$ cat config.mk
export PLATFORM = sky130hd
export DESIGN_NAME = ddr_port_arbiter
export DESIGN_NICKNAME = d
export VERILOG_FILES = /design/src/rtl/ddr_arb_pkg.sv /design/src/rtl/rr_arbiter2.sv /design/src/rtl/ddr_port_arbiter.sv
export SDC_FILE = /design/constraint.sdc
export NUM_CORES = 1
export LEC_CHECK = 0
export ABC_AREA = 1
export CORE_MARGIN = 2
export CORE_UTILIZATION = 45
export DETAILED_ROUTE_END_ITERATION = 7
export PLACE_DENSITY = 0.82
export SLEW_MARGIN = 0
export SYNTH_ARGS = -nofsm -noshare
export SYNTH_HDL_FRONTEND = slang
export SYNTH_SLANG_ARGS = --single-unit
$ cat constraint.sdc
create_clock -name AXI_CLK -period 2.4 [get_ports AXI_CLK]
set_input_delay 0.24 -clock AXI_CLK [delete_from_list [all_inputs] [get_ports AXI_CLK]]
set_output_delay 0.24 -clock AXI_CLK [all_outputs]
set_load 0.005 [all_outputs]
$ cat src/rtl/ddr_arb_pkg.sv
// Shared state encoding, command constants and timeout defaults for the
// two-port DDR controller arbiter.
package ddr_arb_pkg;

    typedef enum logic [2:0] {
        ARB        = 3'd0,
        ISSUE      = 3'd1,
        WAIT_START = 3'd2,
        WAIT_DONE  = 3'd3,
        RELEASE    = 3'd4
    } arb_state_e;

    localparam logic RW_WRITE = 1'b1;
    localparam logic RW_READ  = 1'b0;

    localparam int DEF_START_TO = 16;
    localparam int DEF_DONE_TO  = 1000000;
    localparam int WD_W         = 24;

    // Holds at all-ones so a stalled controller can never wrap the count
    // back under a timeout limit.
    function automatic logic [WD_W-1:0] wd_sat_inc(input logic [WD_W-1:0] v);
        return (&v) ? v : v + 1'b1;
    endfunction

endpackage

$ cat src/rtl/rr_arbiter2.sv
// Two-input round-robin picker: combinational pick, registered pointer
// holding the index of the last port that completed a transaction.
module rr_arbiter2 (
    input  logic       AXI_CLK,
    input  logic       usr_rstn,
    input  logic [1:0] req,
    input  logic       update,
    input  logic       update_idx,
    output logic       pick_valid,
    output logic       pick_idx
);

    logic last;

    // Reset to "port 1 went last" so port 0 wins the first tie.
    always_ff @(posedge AXI_CLK or negedge usr_rstn) begin
        if (!usr_rstn) begin
            last <= 1'b1;
        end else if (update) begin
            last <= update_idx;
        end
    end

    always_comb begin
        pick_valid = |req;
        pick_idx   = req[1];
        if (&req) begin
            pick_idx = ~last;
        end
    end

endmodule

$ cat src/rtl/ddr_port_arbiter.sv
// Shares one ddr_dram_controller user command port between the camera write
// path (port 0) and the display read path (port 1), with a stall watchdog.
module ddr_port_arbiter
    import ddr_arb_pkg::*;
#(
    parameter int ADDR_W   = 32,
    parameter int LEN_W    = 8,
    parameter int START_TO = DEF_START_TO,
    parameter int DONE_TO  = DEF_DONE_TO
) (
    input  logic              AXI_CLK,
    input  logic              usr_rstn,
    input  logic              p0_req,
    input  logic              p0_rw,
    input  logic [ADDR_W-1:0] p0_addr,
    input  logic [LEN_W-1:0]  p0_alen,
    input  logic              p1_req,
    input  logic              p1_rw,
    input  logic [ADDR_W-1:0] p1_addr,
    input  logic [LEN_W-1:0]  p1_alen,
    output logic              p0_gnt,
    output logic              p1_gnt,
    output logic              p0_done,
    output logic              p1_done,
    output logic              p0_err,
    output logic              p1_err,
    output logic              ctrl_write,
    output logic              ctrl_read,
    output logic [ADDR_W-1:0] ctrl_waddr,
    output logic [ADDR_W-1:0] ctrl_raddr,
    output logic [LEN_W-1:0]  ctrl_wd_alen,
    output logic [LEN_W-1:0]  ctrl_rd_alen,
    input  logic              ctrl_idle,
    input  logic              ctrl_done,
    output logic              owner,
    output logic              busy
);

    localparam logic [WD_W-1:0] START_LIM = WD_W'(START_TO - 1);
    localparam logic [WD_W-1:0] DONE_LIM  = WD_W'(DONE_TO - 1);

    arb_state_e        state, state_next;
    logic [WD_W-1:0]   wd;
    logic              rw_q;

    logic              pick_valid;
    logic              pick_idx;
    logic              grant_en;
    logic              issue_en;
    logic              wd_clr;
    logic              wd_run;
    logic              finish_done;
    logic              finish_err;

    logic              sel_rw;
    logic [ADDR_W-1:0] sel_addr;
    logic [LEN_W-1:0]  sel_alen;

    rr_arbiter2 u_rr (
        .AXI_CLK    (AXI_CLK),
        .usr_rstn   (usr_rstn),
        .req        ({p1_req, p0_req}),
        .update     (finish_done),
        .update_idx (owner),
        .pick_valid (pick_valid),
        .pick_idx   (pick_idx)
    );

    assign sel_rw   = pick_idx ? p1_rw   : p0_rw;
    assign sel_addr = pick_idx ? p1_addr : p0_addr;
    assign sel_alen = pick_idx ? p1_alen : p0_alen;

    // NOTE: sequential state uses non-blocking assignments so every register
    // samples pre-edge values regardless of block evaluation order.
    always_ff @(posedge AXI_CLK or negedge usr_rstn) begin
        if (!usr_rstn) begin
            state <= ARB;
        end else begin
            state <= state_next;
        end
    end

    // NOTE: every signal gets a default before the case so no path leaves
    // one unassigned, which would otherwise infer a latch.
    always_comb begin
        state_next  = state;
        grant_en    = 1'b0;
        issue_en    = 1'b0;
        wd_clr      = 1'b0;
        wd_run      = 1'b0;
        finish_done = 1'b0;
        finish_err  = 1'b0;
        case (state)
            ARB: begin
                if (ctrl_idle && pick_valid) begin
                    grant_en   = 1'b1;
                    state_next = ISSUE;
                end
            end
            ISSUE: begin
                issue_en   = 1'b1;
                wd_clr     = 1'b1;
                state_next = WAIT_START;
            end
            WAIT_START: begin
                wd_run = 1'b1;
                // A done pulse before the controller is seen busy is a
                // legitimate very short transaction.
                if (ctrl_done) begin
                    finish_done = 1'b1;
                    state_next  = RELEASE;
                end else if (!ctrl_idle) begin
                    wd_clr     = 1'b1;
                    state_next = WAIT_DONE;
                end else if (wd >= START_LIM) begin
                    finish_err = 1'b1;
                    state_next = RELEASE;
                end
            end
            WAIT_DONE: begin
                wd_run = 1'b1;
                if (ctrl_done) begin
                    finish_done = 1'b1;
                    state_next  = RELEASE;
                end else if (wd >= DONE_LIM) begin
                    finish_err = 1'b1;
                    state_next = RELEASE;
                end
            end
            RELEASE: begin
                if (ctrl_idle) begin
                    state_next = ARB;
                end
            end
            default: state_next = ARB;
        endcase
    end

    always_ff @(posedge AXI_CLK or negedge usr_rstn) begin
        if (!usr_rstn) begin
            wd           <= '0;
            rw_q         <= RW_READ;
            owner        <= 1'b0;
            busy         <= 1'b0;
            p0_gnt       <= 1'b0;
            p1_gnt       <= 1'b0;
            p0_done      <= 1'b0;
            p1_done      <= 1'b0;
            p0_err       <= 1'b0;
            p1_err       <= 1'b0;
            ctrl_write   <= 1'b0;
            ctrl_read    <= 1'b0;
            ctrl_waddr   <= '0;
            ctrl_raddr   <= '0;
            ctrl_wd_alen <= '0;
            ctrl_rd_alen <= '0;
        end else begin
            busy       <= (state_next != ARB);
            ctrl_write <= issue_en && (rw_q == RW_WRITE);
            ctrl_read  <= issue_en && (rw_q == RW_READ);
            p0_done    <= finish_done && !owner;
            p1_done    <= finish_done &&  owner;
            p0_err     <= finish_err  && !owner;
            p1_err     <= finish_err  &&  owner;

            if (wd_clr) begin
                wd <= '0;
            end else if (wd_run) begin
                wd <= wd_sat_inc(wd);
            end

            // Both bus pairs carry the winner's request; the controller
            // only looks at the pair matching the strobe.
            if (grant_en) begin
                owner        <= pick_idx;
                rw_q         <= sel_rw;
                ctrl_waddr   <= sel_addr;
                ctrl_raddr   <= sel_addr;
                ctrl_wd_alen <= sel_alen;
                ctrl_rd_alen <= sel_alen;
                p0_gnt       <= !pick_idx;
                p1_gnt       <=  pick_idx;
            end else if (finish_done || finish_err) begin
                p0_gnt <= 1'b0;
                p1_gnt <= 1'b0;
            end
        end
    end

endmodule

==> results.tsv <==
metric	value	unit
Cell Area, Placed	0.00632	mm^2
drt first pass iters	5	
CTS tree	done	
nets	830	
I/O pin count	178	
Max-slew headroom	56.4	%
Slew @ Worst Pin	0.654	ns
wire per inst	16.3	um
met1 WL	5520	um
Mapped Cells	610	
cts hold-fix bufs	1	
r2r worst-path depth	10	
worst hold margin	0.440	ns
Flop pwr share	34.7	%
Routed WL	14400	um
post-route cell area	0.00651	mm^2
Clk Latency, worst-skew pair	0.36	ns
synthesized cell area	0.00470	mm^2
Final Skew	0.0156	ns
largest net degree at the start of global routing	52	
Slew Viols, Final	0	
Die Ht	106	um
# diodes	0	
layout cells sized above 1	8.31	%
setup bufs post-CTS	0	
synthesized flop and latch total	79	
total power draw	0.00619	W
syn avg cell area	7.70	um^2
WP data required	2.64	ns
Clk network pwr share	15.1	%
GP Congestion	0.953	
clock sinks	79	
Psw	0.00232	W
CTS Buffer Depth	2	
CORE AREA	0.0102	mm^2
Worst Setup End Kind	flop	
RSZ-0062 raised after global routing	false	
crit path kind	flop to flop	
CP Launch Type	flop	
post-synth cell types	33	
post-cts gate resize count	0	
DR DRC count	0	
Post-DRT Antenna Nets	0	
Synth Warn #	0	
global-route wire length before repair	23500	um
area added between synthesis and finish	38.6	%
max-cap viol count	0	
uppermost layer routed	met4	
via/cell ratio	5.38	
H-tree depth	3	
Comb pwr share	50.2	%
Die Wd	106	um
gr usage total	26.1	%
total vias in the final route	4743	
met3 WL post-DR	969	um
commonest non-fill, non-tap cells in the layout	176 x clkdlybuf4s50_1, 130 x nand2_1, 110 x nand3_1	
Peak VDD IR	0.000560	V
met2 wire len	7340	um
FP Rows	37	
placed cell count	865	
crit share post-route	90.2	%
Worst Path Max Fanout	17	
Die ar.	0.0113	mm^2
Yosys top cell area share	41.6	%
maximum clock frequency	0.462	GHz
gr ovfl total	0	
Arr. time, crit path	2.41	ns
vias in the first global route	4890	
Synth Net Count	699	
CTS buffer count	9	
Root Buffer	clkbuf_8	
Internal Pwr Total	0.00387	W
Finished Layout Cells	882	
worst hold path type	primary input to async pin	
Leakage	2.90	nW
min Tclk post-route	2.17	ns
Initial Util	45.9	%
switching share of total power	37.5	%
First DRT Iteration DRCs	267	
Worst-path clk slew	0.09	ns
setup TNS	0	ns
HPWL Detailed	10500	um
top post-synthesis cells by area	dfrtp_1 42%, nand3_1 12%, nand2_1 10%, buf_4 6.4%, nand4_1 6.3%	
I/O Buffers	177	
Power Density	951	mW/mm^2
commonest non-fill, non-tap cell in the layout	clkdlybuf4s50_1	
result of the run	completed	
Hold Violations, Final	0	
initial antenna violation count	0	
Final Setup Violations	0	
# fillers	873	
cell taking the most area after synthesis	dfrtp_1	
register area share after synthesis	42.1	%
-- power groups by stage --
stage          logic [W]  clock network, W  registers, W
4_1_cts          0.00313          0.000949       0.00214
3_5_place_dp     0.00311                 0       0.00214
2_1_floorplan    0.00167                 0       0.00211
6_report         0.00310          0.000935       0.00215
3_3_place_gp     0.00305                 0       0.00214
5_1_grt          0.00339          0.000996       0.00221
-- cell usage after synthesis --
master and n:
nand2_1 130, nand3_1 110, clkbuf_1 22, nor3_1 9
o21ai_1 3, xor2_1 12, xnor2_1 3, a21o_1 3
nor3b_4 1, nor2_1 60, inv_2 2, o21ai_0 9
dfrtp_1 78, buf_4 40, o21bai_1 1, nand2_2 8
buf_6 4, nor2_4 2, dfstp_2 1, a31oi_1 1
o221ai_1 1, nand4_1 47, o21ai_2 10, clkinv_1 1
buf_2 7, nand3_2 1, nand2_4 1, or2_2 1
a21oi_4 1, inv_1 35, nand3_4 1, a21oi_1 4
ha_1 1
-- metrics by stage --
step | util, % | setup slack [ns]
floorplan | - | 0.540
finish | 63.6 | 0.234
detailed placement | 61.7 | 0.260
global route | 63.6 | 0.0538
CTS | 63.6 | 0.232
global placement | 61.7 | 0.361
-- worst max-delay path, stage by stage (launching register included) --
cell and delay (ns):
dfrtp_1 0.44, ha_1 0.29, nand2_2 0.10, nor2_4 0.19, nand2_4 0.09, nor3b_4 0.21
nand2_2 0.14, a21o_1 0.28, buf_12 0.20, nand2_2 0.06, o21ai_2 0.05
-- logic make-up (layout without fill, tap and decap cells) --
group / count (synthesis) / after routing / synth area share, %
buffers and inverters: 111 / 247 / 12.9
AOI/OAI and AO/OA: 33 / 33 / 4.88
xor gates and xnor gates: 15 / 15 / 2.80
adders and majority gates: 1 / 1 / 0.266
DFF: 79 / 79 / 42.1
and+or+nand+nor: 371 / 371 / 37.0
-- layout make-up --
class	count	area, um^2	area share, %
clock buffer	9	124	1.90
clock inverter	7	55.1	0.846
inverter	38	143	2.19
multi-input combinational	420	2120	32.6
sequential	79	1980	30.4
tap	136	170	2.62
timing repair buffer	193	1920	29.5
-- sequential cells by signal, summed over array words and instances (netlist names), 3 cells and up --
name          count
wd               24
ctrl_raddr       32
ctrl_rd_alen      8
state             3
-- routing by layer --
layer | global-route usage (%) | up-vias
met5 | 0 | -
met4 | 11.8 | 0
met3 | 5.46 | 35
met2 | 46.2 | 188
met1 | 30.4 | 2268
li1 | - | 2252
-- path summary, 6_finish.rpt --
check	slack, ns	from	end
worst max-delay path	0.23	wd[0]	wd[14]
min in group AXI_CLK	0.44	rw_q	ctrl_read
max in group asynchronous	1.26	usr_rstn	ctrl_raddr[4]
worst min register to register	0.44	rw_q	ctrl_read
worst max register to register	0.23	wd[0]	wd[14]
worst min-delay path	0.44	usr_rstn	wd[19]
No activity file was read; power rests on OpenSTA's default activity.
